[src/rtl/reset_seq_pkg.sv]
// Shared types and constants for the staggered reset sequencer.
package reset_seq_pkg;

  typedef enum logic [1:0] {
    ASSERT  = 2'd0,
    RELEASE = 2'd1,
    RUN     = 2'd2
  } state_t;

  localparam logic [1:0] CAUSE_BOARD = 2'b01;
  localparam logic [1:0] CAUSE_SW    = 2'b10;

endpackage

[src/rtl/reset_sync.sv]
// Reset synchroniser: asserts asynchronously, deasserts on the SYNC_STAGES-th clock edge.
module reset_sync #(
  parameter int SYNC_STAGES = 2
) (
  input  logic clk,
  input  logic rst_n,
  output logic rst_sync_n
);

  logic [SYNC_STAGES-1:0] chain;

  // NOTE: sequential state always uses non-blocking assignments so every flop samples pre-edge values.
  always_ff @(posedge clk or negedge rst_n) begin
    if (!rst_n) chain <= '0;
    else        chain <= {chain[SYNC_STAGES-2:0], 1'b1};
  end

  assign rst_sync_n = chain[SYNC_STAGES-1];

endmodule

[src/rtl/reset_seq_mgr.sv]
// Board/software reset manager: stretches the synchronised reset, then releases
// the domain resets one by one, STAGGER cycles apart, starting with channel 0.
module reset_seq_mgr
  import reset_seq_pkg::*;
#(
  parameter int               N_RST       = 3,
  parameter int               CNT_W       = 16,
  parameter logic [CNT_W-1:0] STRETCH     = '1,
  parameter int               STAGGER     = 16,
  parameter int               SYNC_STAGES = 2
) (
  input  logic             clk,
  input  logic             rst_n,
  input  logic             sw_rst_req,
  input  logic             ext_hold,
  output logic [N_RST-1:0] rst_out,
  output logic             rst_done,
  output logic [1:0]       rst_cause
);

  localparam int STG_W = (STAGGER < 1) ? 1 : $clog2(STAGGER + 1);
  localparam int IDX_W = $clog2(N_RST + 1);
  localparam logic [STG_W-1:0] STAGGER_V = STG_W'(STAGGER);
  localparam logic [IDX_W-1:0] LAST_IDX  = IDX_W'(N_RST - 1);

  logic rst_sync_n;

  reset_sync #(.SYNC_STAGES(SYNC_STAGES)) u_sync (
    .clk        (clk),
    .rst_n      (rst_n),
    .rst_sync_n (rst_sync_n)
  );

  state_t           state, state_nxt;
  logic [CNT_W-1:0] cnt, cnt_nxt;
  logic [STG_W-1:0] stag, stag_nxt;
  logic [IDX_W-1:0] ch_idx, ch_idx_nxt;
  logic [N_RST-1:0] rst_out_nxt;
  logic             rst_done_nxt;
  logic [1:0]       rst_cause_nxt;
  logic             sw_q;
  logic             sw_rise;

  // A held request produces a single restart; a new one needs low-then-high.
  assign sw_rise = sw_rst_req & ~sw_q;

  always_ff @(posedge clk or negedge rst_n) begin
    if (!rst_n) begin
      state     <= ASSERT;
      cnt       <= STRETCH;
      stag      <= '0;
      ch_idx    <= '0;
      rst_out   <= '1;
      rst_done  <= 1'b0;
      rst_cause <= CAUSE_BOARD;
      sw_q      <= 1'b0;
    end else begin
      state     <= state_nxt;
      cnt       <= cnt_nxt;
      stag      <= stag_nxt;
      ch_idx    <= ch_idx_nxt;
      rst_out   <= rst_out_nxt;
      rst_done  <= rst_done_nxt;
      rst_cause <= rst_cause_nxt;
      sw_q      <= sw_rst_req;
    end
  end

  // NOTE: every combinational output gets a default first so no path can infer a latch.
  always_comb begin
    state_nxt     = state;
    cnt_nxt       = cnt;
    stag_nxt      = stag;
    ch_idx_nxt    = ch_idx;
    rst_out_nxt   = rst_out;
    rst_done_nxt  = rst_done;
    rst_cause_nxt = rst_cause;

    if (!rst_sync_n) begin
      state_nxt    = ASSERT;
      cnt_nxt      = STRETCH;
      rst_out_nxt  = '1;
      rst_done_nxt = 1'b0;
    end else if (sw_rise) begin
      // A restart outranks any release happening on the same edge.
      state_nxt     = ASSERT;
      cnt_nxt       = STRETCH;
      rst_out_nxt   = '1;
      rst_done_nxt  = 1'b0;
      rst_cause_nxt = CAUSE_SW;
    end else begin
      unique case (state)
        ASSERT: begin
          if (ext_hold) begin
            cnt_nxt = STRETCH;
          end else if (cnt == '0) begin
            if (N_RST == 1 || STAGGER == 0) begin
              rst_out_nxt  = '0;
              rst_done_nxt = 1'b1;
              state_nxt    = RUN;
            end else begin
              rst_out_nxt[0] = 1'b0;
              ch_idx_nxt     = IDX_W'(1);
              stag_nxt       = STAGGER_V;
              state_nxt      = RELEASE;
            end
          end else begin
            cnt_nxt = cnt - CNT_W'(1);
          end
        end

        RELEASE: begin
          // stag==1 means this edge takes it to zero, so the channel drops now.
          if (stag <= STG_W'(1)) begin
            for (int k = 0; k < N_RST; k++) begin
              if (k == int'(ch_idx)) rst_out_nxt[k] = 1'b0;
            end
            if (ch_idx == LAST_IDX) begin
              rst_done_nxt = 1'b1;
              state_nxt    = RUN;
            end else begin
              ch_idx_nxt = ch_idx + IDX_W'(1);
              stag_nxt   = STAGGER_V;
            end
          end else begin
            stag_nxt = stag - STG_W'(1);
          end
        end

        RUN: begin
          rst_out_nxt  = '0;
          rst_done_nxt = 1'b1;
        end

        default: begin
          state_nxt    = ASSERT;
          cnt_nxt      = STRETCH;
          rst_out_nxt  = '1;
          rst_done_nxt = 1'b0;
        end
      endcase
    end
  end

endmodule

[config.mk]
export PLATFORM = sky130hd
export DESIGN_NAME = reset_seq_mgr
export DESIGN_NICKNAME = d
export VERILOG_FILES = /design/src/rtl/reset_seq_pkg.sv /design/src/rtl/reset_sync.sv /design/src/rtl/reset_seq_mgr.sv
export SDC_FILE = /design/constraint.sdc
export NUM_CORES = 1
export LEC_CHECK = 0
export CAP_MARGIN = 25
export CORE_MARGIN = 5
export CORE_UTILIZATION = 30
export DETAILED_ROUTE_END_ITERATION = 10
export DONT_BUFFER_PORTS = 1
export PLACE_DENSITY_LB_ADDON = 0.2
export SKIP_CTS_REPAIR_TIMING = 1
export SLEW_MARGIN = 10
export SYNTH_ARGS = -nofsm -noshare
export SYNTH_HDL_FRONTEND = slang
export SYNTH_SLANG_ARGS = --single-unit
[constraint.sdc]
create_clock -name clk -period 2.7 [get_ports clk]
set_input_delay 0.54 -clock clk [delete_from_list [all_inputs] [get_ports clk]]
set_output_delay 0.54 -clock clk [all_outputs]
set_load 0.05 [all_outputs]
Yosys cells after proc, flatten, opt, wreduce, memory -nomap -nowiden
Cells that the tools add are included.
W data, S select, Z words.
{ "word_totals": {"romBits": 0, "memories": 0, "wordCells": 88, "latch_bits": 0, "ram_bits": 0, "ff_bits": 34} }
{ "op_classes": {"n_lt_le_gt_ge": 1, "n_addsub": 3, "div_mod_pow": 0, "bitwise_logic": 3, "mul": 0, "eq_ne": 21, "shifts": 0, "muxes": 35, "reduce_logical": 14} }
{ "ops": {"columns": ["operator", "count"], "rows": [
  ["$mux W16", 4],
  ["$pmux W16 S2", 1],
  ["$ne A4 B4 Y1 const B", 7],
  ["$mux W5", 4],
  ["$logic_not A16 Y1", 1],
  ["$mux W2", 8],
  ["$sub A16 B1 Y16 const B", 1],
  ["$ne A3 B3 Y1 const B", 4],
  ["$pmux W2 S3", 2],
  ["$pmux W5 S2", 1],
  ["$mux W1", 9],
  ["$mux W3", 3],
  ["$reduce_and A3 Y1", 3],
  ["$ne A2 B2 Y1 const B", 4],
  ["$reduce_and A7 Y1", 1],
  ["$pmux W1 S3", 2],
  ["$reduce_and A6 Y1", 1],
  ["$le A5 B1 Y1 const B", 1],
  ["$ne A5 B5 Y1 const B", 1],
  ["$reduce_and A5 Y1", 1],
  ["$sub A5 B1 Y5 const B", 1],
  ["$eq A2 B2 Y1 const A", 2],
  ["$eq A2 B2 Y1 const B", 2],
  ["$logic_not A2 Y1", 2],
  ["other kinds (9)", 11]
]} }

Logic depth before layout (Yosys ltp)
{ "logic_depth": {"depth_word": 6, "ltp_mapped": 8, "ltp_nobuf": 7} }

Cells and area by module
From an unflattened synthesis, not the netlist that was laid out.
{ "unflattened": {"hier_cells": 213, "area_unflattened_um2": 2055.7} }
{ "by_module_without_submodules": {"columns": ["module", "seq_area_each_um2", "n_inst", "area_per_inst_um2", "cells_per_inst"], "rows": [
  ["reset_seq_mgr", 825.8, 1, 2001.9, 210],
  ["reset_sync", 50.0, 1, 53.8, 3]
]} }

Least setup slack after synthesis
Ideal clock, no wire load.
{ "synth_timing": {"path_type": "register -> register", "startpoint": "reg cnt[0]", "endpoint": "reg cnt[11]", "required_time_ps": 2622, "setup_slack_ps": 810, "path_stages_with_launch": 9, "n_path_buf": 1, "period_less_slack_ps": 1890, "t_arrival_ps": 1812, "cell_sequence": "dfstp_2 > inv_1 > ha_1 > nor4b_2 > and3_1 > buf_2 > nor4b_1 > xnor2_1 > nand2_1"} }
{ "synth_between": {"elab_chain_cells": 6} }
{ "synth_rtl": {"columns": ["item", "line_no", "source"], "rows": [
  ["from (decl)", "reset_seq_mgr.sv:35", "logic [CNT_W-1:0] cnt, cnt_nxt;"],
  ["from (signal assigned)", "reset_seq_mgr.sv:59", "cnt <= cnt_nxt;"],
  ["$sub A16 B1 Y16", "reset_seq_mgr.sv:108", "cnt_nxt = cnt - CNT_W'(1);"],
  ["$mux W16", "reset_seq_mgr.sv:96", "end else if (cnt == '0) begin"],
  ["$mux W16", "reset_seq_mgr.sv:94", "if (ext_hold) begin"],
  ["$pmux W16 S2", "reset_seq_mgr.sv:92", "unique case (state)"],
  ["$mux W16", "reset_seq_mgr.sv:84", "end else if (sw_rise) begin"],
  ["$mux W16", "reset_seq_mgr.sv:79", "if (!rst_sync_n) begin"]
]} }
Several ways; a longest one is shown, not always the timed one. The select of a mux whose other input is x is not followed.
A chain may end at the register's enable or synchronous reset.

Worst setup path after layout
{ "layout_timing": {"startpoint": "reg cnt[0]", "endpoint": "reg stag[4]"} }
{ "layout_between": {"elab_chain_cells": 3} }
{ "layout_rtl": {"columns": ["item", "line_no", "source"], "rows": [
  ["$logic_not A16 Y1", "reset_seq_mgr.sv:96", null],
  ["$ne A2 B2 Y1 (no line)", null, null],
  ["$reduce_and A6 Y1 (no line)", null, null],
  ["to (signal assigned)", "reset_seq_mgr.sv:60", "stag <= stag_nxt;"],
  ["to (decl)", "reset_seq_mgr.sv:36", "logic [STG_W-1:0] stag, stag_nxt;"]
]} }
Every way passes these cells.

==> results.yml <==
synthesis:
  yosysUniqueCellTypes: 55
  synth_seq_cells: 34
  synth_top_family_by_area: "simple AND/OR/NAND/NOR gates"
  synthCells: 193
  yosysTopAreaCell: "dfstp_2"
  synth_top_area_share_pct: 26.3
  yosys.area_share.xor_xnor_pct: 5.25
  yosys-top-cells-area: "dfstp_2 (26%), dfrtp_1 (18%), ha_1 (7.5%)"
  synth.cell_area_um2: 2000
  synthTopCellsByCount: "dfstp_2 (20), nand2_1 (20), dfrtp_1 (14), ha_1 (12), xnor2_1 (12)"
  synth-seq-area-share_pct: 43.8
  ys.flop_type: "dfstp_2"
  synthSimpleGateAreaFrac_pct: 22.1
  synth-compound-area-share_pct: 13.8
  postSynth.asyncResetShare_pct: 100
  syn_nets: 209
  synth-edff-count: 0
  syn_area_per_cell_um2: 10.4
  muxShareOfSynthArea_pct: 4.00
  synthAdderAreaFrac_pct: 7.50
  ys_warn_count: 0
worst_setup_path:
  crit_type: "flop to flop"
  critPathTopFamily: "simple AND/OR/NAND/NOR gates"
  path_max_fanout: 5
  cpMaxStageDelayCell: "dfstp_2"
  path_buf_inv: 1
  critical_path_required_ns: 2.87
  worstSetupEndpointType: "flop"
  startpoint_type: "flop"
  critPathMaxStageDelay_ns: 0.38
  ff2ff_path_depth: 7
  crit_arrival_ns: 2.30
  cp_cell_sequence: "inv_1, ha_1, nor4b_2, nand4_2, a21oi_4, o21ai_2, mux2_4"
  cp.depth: 7
  r2r-start: "cnt[0]"
  crit_start: "cnt[0]"
final_layout:
  nets: 214
  diodes: 0
  post-route-cell-area_um2: 2190
  fin_cells: 276
  regArea_um2: 876
  fillers: 628
  multi_input_area_um2: 1060
  drive_gt1_share_pct: 23.6
  final_util_pct: 34.2
  area_growth_pct: 9.69
drt:
  drt_iter0_markers: 66
  wirelength_um: 4040
  drt_pass1_iterations: 4
  vias_per_cell: 5.13
  antenna_left: 0
  vias: 1417
  drc: 0
  post_drt_wl_per_cell_um: 14.6
floorplanning:
  ios: 10
  floorplan.initialDensity_pct: 31.2
  core_um2: 6420
  die_w_um: 91.7
  die_area_um2: 8400
  die_h_um: 91.7
  num_rows: 29
grt:
  antenna_found_initial: 0
  grt_usage_pct: 10.4
  grt_pass1_wl_um: 7020
  grt_max_degree: 35
  grt_pass1_vias: 1418
  overflow: 0
sta:
  rsz0062_at_grt: "false"
  finClkSkew_ns: 0.00782
  period_share_pct: 78.7
  finalHoldViolations: 0
  final.setup.tns_ns: 0
  worst_pin_slew_ns: 0.681
  setup_viol_count_final: 0
  max_freq_mhz: 471
  slew_viol_final: 0
  max-slew-margin-rel_pct: 54.4
  final.min_clock_period_ns: 2.12
power_and_ir_drop:
  peakVddDrop_uv: 253
  power_density_nw_per_um2: 429
  p_leak_nw: 0.815
  power_w: 0.000941
job:
  cap_violations: 0
clock_network:
  path_clk_slew_ns: 0.07
  clkLatencyLatePin_ns: 0.28
  htree_num_levels: 2
  cts_tree: "built"
  clockBufferDepth: 2
  cts_buffers: 5
  cts_num_sinks: 34
  cts_root_buf: "clkbuf_8"
run_status:
  status: "finished clean"
placed_design:
  dp.cells: 267
  place_congestion: 0.722
  dp_hpwl_um: 2810
  dpl-instance-area_um2: 2090
  port_buffers: 0
min_path:
  hold_class: "input port to async pin"
==> final timing paths <==
| check | endpoint | slack, ns |
|---|---|---|
| max | stag[4] | 0.58 |
| min | rst_out[0] | 0.09 |
| max reg2reg | stag[4] | 0.58 |
| min reg2reg | u_sync.chain[1] | 0.36 |
| max in group asynchronous | stag[2] | 1.54 |
| min in group clk | sw_q | 0.28 |
==> cells by family (layout without fill, tap and decap cells) <==
logic type | Yosys count | count (layout)
DFF | 34 | 34
xor gates and xnor gates | 12 | 12
muxes | 6 | 6
AOI/OAI and AO/OA | 37 | 37
other | 1 | 1
adders and majority gates | 12 | 12
and+or+nand+nor | 75 | 75
buffers and inverters | 16 | 22
==> state kept, by name (all words and copies together) (netlist names) <==
signal / flops
cnt: 16
ch_idx: 2
stag: 5
rst_cause: 2
rst_done: 1
sw_q: 1
rst_out: 3
u_sync.chain: 2
state: 2
==> worst register-to-register path: stages (launching register included) <==
cell	delay, ns
dfstp_2	0.38
inv_1	0.09
ha_1	0.18
nor4b_2	0.36
nand4_2	0.25
a21oi_4	0.28
o21ai_2	0.16
mux2_4	0.32
==> layout by cell type (no fill, tap or decap), types with 2 or more instances in the layout <==
| cell type | instances |
|---|---|
| nor2b_1 | 2 |
| a21oi_1 | 7 |
| xnor2_1 | 12 |
| mux2_4 | 4 |
| o31ai_1 | 2 |
| o211ai_1 | 3 |
| nor4b_1 | 3 |
| nor4_2 | 3 |
| or4_1 | 2 |
| clkbuf_8 | 6 |
| nand4_1 | 3 |
| o311ai_0 | 2 |
| inv_1 | 10 |
| buf_4 | 3 |
| nand2_1 | 20 |
| nand3_1 | 6 |
| ha_1 | 12 |
| nor3b_1 | 3 |
| nor3_1 | 6 |
| dfstp_2 | 20 |
| o2bb2ai_1 | 2 |
| mux2i_1 | 2 |
| nor2_1 | 9 |
| nor4_1 | 4 |
| a21o_1 | 2 |
| dfrtp_1 | 14 |
| a31oi_1 | 2 |
| o21ai_2 | 2 |
| or3_1 | 3 |
| o21ai_0 | 4 |
==> final cells by class <==
type                       count  share of cell area (%)
timing repair buffer           4                    1.48
tap                           77                    4.39
clock inverter                 2                   0.570
sequential                    34                    39.9
inverter                      10                    1.71
clock buffer                   6                    3.76
multi-input combinational    143                    48.2
==> layer usage <==
| metal | global-route usage (%) | routed length, um | vias to the layer above |
|---|---|---|---|
| li1 | - | - | 715 |
| met1 | 14.3 | 2030 | 666 |
| met2 | 15.5 | 1770 | 29 |
| met3 | 2.78 | 171 | 7 |
| met4 | 3.77 | 63 | 0 |
| met5 | 0 | 0 | - |
==> per-stage QoR <==
step           hold WS (ns)  worst slack [ns]
6_report             0.0911             0.576
5_1_grt              0.0715             0.415
4_1_cts             -0.0721             0.571
3_5_place_dp          0.245             0.618
3_3_place_gp          0.245             0.652
2_1_floorplan         0.244             0.810
==> where the power goes <==
part / switching [W] / total (W) / leakage, nW / internal [W]
sequential: 0.00000316 / 0.000519 / 0.389 / 0.000516
combinational: 0.0000193 / 0.0000271 / 0.379 / 0.00000784
clock: 0.000190 / 0.000395 / 0.0472 / 0.000205
Note: power is estimated with default switching activity, not from simulation.
